$ cat config.mk
export PLATFORM = sky130hd
export DESIGN_NAME = baud_gen_frac
export DESIGN_NICKNAME = d
export VERILOG_FILES = /design/src/rtl/baud_gen_frac.sv
export SDC_FILE = /design/constraint.sdc
export NUM_CORES = 1
export LEC_CHECK = 0
export ABC_AREA = 1
export BUFFER_PORTS_ARGS = -buffer_cell sky130_fd_sc_hd__buf_2
export CORE_ASPECT_RATIO = 0.5
export CORE_UTILIZATION = 61
export DETAILED_ROUTE_END_ITERATION = 8
export GPL_TIMING_DRIVEN = 0
export PLACE_DENSITY = 0.85
export SLEW_MARGIN = 30
export SYNTH_ARGS = -nofsm -noshare
export SYNTH_HDL_FRONTEND = slang
export SYNTH_SLANG_ARGS = --single-unit
export TNS_END_PERCENT = 50
$ cat constraint.sdc
create_clock -name clk -period 4.3 [get_ports clk]
set_input_delay 0 -clock clk [delete_from_list [all_inputs] [get_ports clk]]
set_output_delay 0 -clock clk [all_outputs]
set_load 0.005 [all_outputs]
$ cat src/rtl/baud_gen_frac.sv
// baud_gen_frac: fractional-divisor oversample/baud/mid-bit tick generator for UART Tx/Rx.
// Define BAUD_FRAC_EN to enable the fractional accumulator; otherwise div_frac is ignored.
module baud_gen_frac #(
  parameter int DIV_W  = 16,
  parameter int FRAC_W = 4,
  parameter int OVS    = 16,
  parameter int OVS_W  = $clog2(OVS)
) (
  input  logic              clk,
  input  logic              reset,
  input  logic              enable,
  input  logic              resync,
  input  logic [DIV_W-1:0]  div_int,
  input  logic [FRAC_W-1:0] div_frac,
  output logic              sample_tick,
  output logic              baud_tick,
  output logic              mid_tick,
  output logic [OVS_W-1:0]  sample_idx
);
  logic [DIV_W-1:0] cnt;
  logic [DIV_W-1:0] div_eff;
  logic [DIV_W:0]   limit;
  logic             ext;
  logic             wrap;
  logic [OVS_W-1:0] idx_nxt;
  assign div_eff = (div_int == '0) ? DIV_W'(1) : div_int;
  // ">=" rather than "==" so a live divisor decrease wraps immediately instead of running to overflow
  assign limit   = {1'b0, div_eff} - (DIV_W+1)'(1) + (DIV_W+1)'(ext);
  assign wrap    = enable && !resync && ({1'b0, cnt} >= limit);
  assign idx_nxt = (sample_idx == OVS_W'(OVS-1)) ? '0 : sample_idx + OVS_W'(1);
`ifdef BAUD_FRAC_EN
  logic [FRAC_W-1:0] acc;
  always_ff @(posedge clk or posedge reset) begin
    if (reset) begin
      acc <= '0;
      ext <= 1'b0;
    end else if (resync) begin
      acc <= '0;
      ext <= 1'b0;
    end else if (wrap) begin
      {ext, acc} <= {1'b0, acc} + {1'b0, div_frac};
    end
  end
`else
  assign ext = 1'b0;
`endif
  always_ff @(posedge clk or posedge reset) begin
    if (reset) begin
      cnt         <= '0;
      sample_idx  <= '0;
      sample_tick <= 1'b0;
      baud_tick   <= 1'b0;
      mid_tick    <= 1'b0;
    end else begin
      sample_tick <= wrap;
      baud_tick   <= wrap && (idx_nxt == '0);
      mid_tick    <= wrap && (idx_nxt == OVS_W'(OVS/2));
      if (resync) begin
        cnt        <= '0;
        sample_idx <= '0;
      end else if (enable) begin
        cnt <= wrap ? '0 : cnt + DIV_W'(1);
        if (wrap) sample_idx <= idx_nxt;
      end
    end
  end
endmodule
==> out/results.tsv <==
stage	metric	value	unit
finish	Syn-to-layout area delta	12.1	%
die	total I/O pin count	31	
finish	share of layout cells above drive strength 1	14.4	%
critical_path	CP Capture Type	register	
placed_design	input/output buffers	26	
drt	Vias/cell	5.25	
critical_path	Crit Path Max Fanout	10	
die	Initial Util	68.6	%
clock_tree	Setup Fix Bufs, Post-CTS	0	
global_routing	initial antenna violation count	0	
timing	smallest hold slack	0.0543	ns
hold_path	Hold Path Depth	4	
timing	Max Slew Vio Count	0	
drt	Vias	1721	
die	Die Height	41.5	µm
critical_path	flop2flop setup slack	2.24	ns
drt	DR pass1 iterations	4	
die	row count	13	
finish	fin nets	336	
clock_tree	Worst-path clk slew	0.08	ns
hold_path	worst hold start	resync	
logic_synthesis	synthesized cell area	0.00191	mm²
hold_path	Hold EP	sample_idx[0]$_DFFE_PP0P_	
global_routing	All-Layer GR Usage	26.2	%
logic_synthesis	post-synth cell types	27	
timing	final setup fails	0	
drt	routed len/inst	12.3	µm
critical_path	Worst R2R Start	cnt[8]$_DFFE_PP0P_	
die	Die X	81.1	µm
clock_tree	CTS tree	built	
hold_path	min-delay worst type	input port to register	
clock_tree	worst-case clock buffer depth	2	
global_routing	pin count of the biggest net entering global routing	24	
pwr	VDD IR-drop max	0.253	mV
timing	Layout Skew	0.00646	ns
logic_synthesis	post-synth net total	304	
critical_path	crit path DAT	3.11	ns
timing	Fin Setup TNS	0	ns
drt	WL final	4.05	mm
critical_path	worst r2r dst	cnt[7]$_DFFE_PP0P_	
global_routing	vias in the first global route	1515	
global_routing	first-pass GRT wire length	6.59	mm
critical_path	Crit Path Class	input port to register	
timing	period utilization	67.7	%
clock_tree	clock tree root driver cell	clkbuf_8	
placed_design	RD Place Congestion	0.807	
critical_path	FF-to-FF path depth	11	
pwr	Pleak	1.13	nW
timing	fmax	0.344	GHz
critical_path	Critical Path RT	4.50	ns
placed_design	DPL Wire Length	3.17	mm
global_routing	Remaining Overflow, GRT	0	
timing	crit path time final	2.91	ns
pwr	PwrDens	200	mW/mm²
finish	diodes inserted	0	
timing	Max-slew headroom	46.5	%
drt	initial drt markers	52	
timing	Worst-Margin Slew	0.797	ns
clock_tree	Clock Sinks	23	
logic_synthesis	synthesis-stage register bit count	23	
logic_synthesis	cell count after synthesis	260	
timing	RSZ-0062 raised after global routing	false	
logic_synthesis	Synthesis Warnings	0	
drt	post-route ant nets	0	
logic_synthesis	register area share after synthesis	30.2	%
clock_tree	number of buffers created by CTS	3	
die	area of the core	0.00278	mm²
job	maxcap violations	0	
drt	DRC Markers	0	
clock_tree	H-tree depth	1	
die	die area	0.00337	mm²
clock_tree	Worst-Skew Late Latency	0.26	ns
timing	Final Hold Viols	0	
critical_path	startpoint class of the critical path	input port	
outcome	status	finished clean	
logic_synthesis	Avg Inst Size Synth	7.33	µm²
==> worst max path at each step <==
| stage | startpoint | to | cells past startpoint | slack (ns) |
|---|---|---|---|---|
| floorplan | div_int[5] | cnt[12]$_DFFE_PP0P_ | 23 | 1.74 |
| detailed placement | div_int[10] | cnt[11]$_DFFE_PP0P_ | 24 | 1.18 |
| global route | div_int[5] | cnt[3]$_DFFE_PP0P_ | 23 | 1.13 |
| CTS | div_int[10] | cnt[11]$_DFFE_PP0P_ | 24 | 1.44 |
| global placement | div_int[10] | cnt[7]$_DFFE_PP0P_ | 24 | 1.23 |
| finish | div_int[10] | cnt[11]$_DFFE_PP0P_ | 24 | 1.39 |
==> repair_timing <==
action                                 CTS  global route
hold buffers                             1             0
gates resized for setup                  0             0
endpoints found under the hold margin   23             0
==> critical path, stage by stage <==
cell and delay [ns]:
buf_2 0.12, nor2_1 0.17, nand2_1 0.07, nor2_1 0.15, nand3_1 0.11, nand2_1 0.09
inv_1 0.09, ha_1 0.22, nand3_1 0.14, nor2_1 0.10, nand2_1 0.10, inv_1 0.06
nand3_1 0.08, xor2_1 0.20, ha_1 0.29, a21o_1 0.19, a21oi_1 0.12, nand2_1 0.06
nor2_1 0.10, nand2_1 0.10, nand3_2 0.20, nand2_4 0.11, buf_6 0.16, nor2_1 0.10
==> registers in the layout, summed over array words and instances, names as in the netlist <==
signal / cells
cnt: 16
sample_idx: 4
baud_tick: 1
mid_tick: 1
sample_tick: 1
==> placed cells by master, fill, tap and decap left out, types with 2 or more instances in the layout <==
| master | synthesis | layout |
|---|---|---|
| nor3_1 | 5 | 5 |
| clkbuf_8 | 0 | 3 |
| nand4_1 | 3 | 3 |
| nor2_4 | 2 | 2 |
| xnor2_1 | 6 | 6 |
| ha_1 | 20 | 20 |
| xor2_1 | 17 | 17 |
| inv_1 | 33 | 32 |
| nor2_2 | 3 | 3 |
| nand2_2 | 2 | 2 |
| a21oi_1 | 6 | 6 |
| buf_2 | 0 | 26 |
| dfrtp_1 | 23 | 23 |
| o21ai_0 | 6 | 6 |
| nand3_1 | 22 | 22 |
| nor2_1 | 43 | 43 |
| nand2_1 | 57 | 57 |
==> cells in the mapped netlist (all sizes together) <==
master | count | share of area, %
nand2 | 60 | 12
nor2 | 48 | 11
inv | 33 | 6.5
dfrtp | 23 | 30
nand3 | 23 | 6.3
ha | 20 | 13
xor2 | 17 | 7.8
nor3 | 7 | 2.7
o21ai | 7 | 1.8
a21oi | 6 | 1.6
xnor2 | 6 | 2.8
nand4 | 3 | 0.98
a21o | 1 | 0.39
a311oi | 1 | 0.46
buf | 1 | 0.59
mux2 | 1 | 0.59
nand3b | 1 | 0.39
nor4 | 1 | 0.33
o21bai | 1 | 0.39
==> metrics by stage <==
step	area (µm²)	instances	worst slack, ns	total power, W	utilization (%)
after detailed placement	2080	323	1.18	0.000296	74.9
after CTS	2140	328	1.44	0.000431	76.9
final	2140	328	1.39	0.000427	76.9
after floorplan	1910	260	1.74	0.000270	-
after global routing	2140	328	1.13	0.000449	76.9
after global placement	2080	323	1.23	0.000293	74.9
==> kinds of logic (layout without fill, tap and decap cells) <==
logic type               Yosys count  in the layout  synth area share, %
adder cells (fa/ha/maj)           20             20                 13.1
XOR/XNOR                          23             23                 10.6
flip-flops                        23             23                 30.2
AO/OA/AOI/OAI                     16             16                 4.66
buffers and inverters             34             65                 7.09
AND/OR/NAND/NOR                  143            143                 33.8
multiplexers                       1              1                0.591
==> power breakdown <==
part	total, W	switching [W]	internal (W)
logic	0.0000704	0.0000431	0.0000273
clock network	0.000134	0.0000679	0.0000662
registers	0.000223	0.00000392	0.000219
total	0.000427	0.000115	0.000312
==> metal layers <==
layer / up-vias / global-route usage, % / part of all wire, %
li1: 895 / - / -
met1: 763 / 36.5 / 50
met2: 57 / 42.0 / 42
met3: 6 / 4.84 / 6.6
met4: 0 / 6.43 / 1.1
met5: - / 0 / 0
==> layout make-up <==
type | count | area, µm²
multi-input combinational | 203 | 1200
fill | 214 | 643
sequential | 23 | 576
timing repair buffer | 27 | 140
inverter | 33 | 124
tap | 37 | 46.3
clock buffer | 4 | 45.0
buffer | 1 | 11.3
Power figures use the tool's default switching activity.
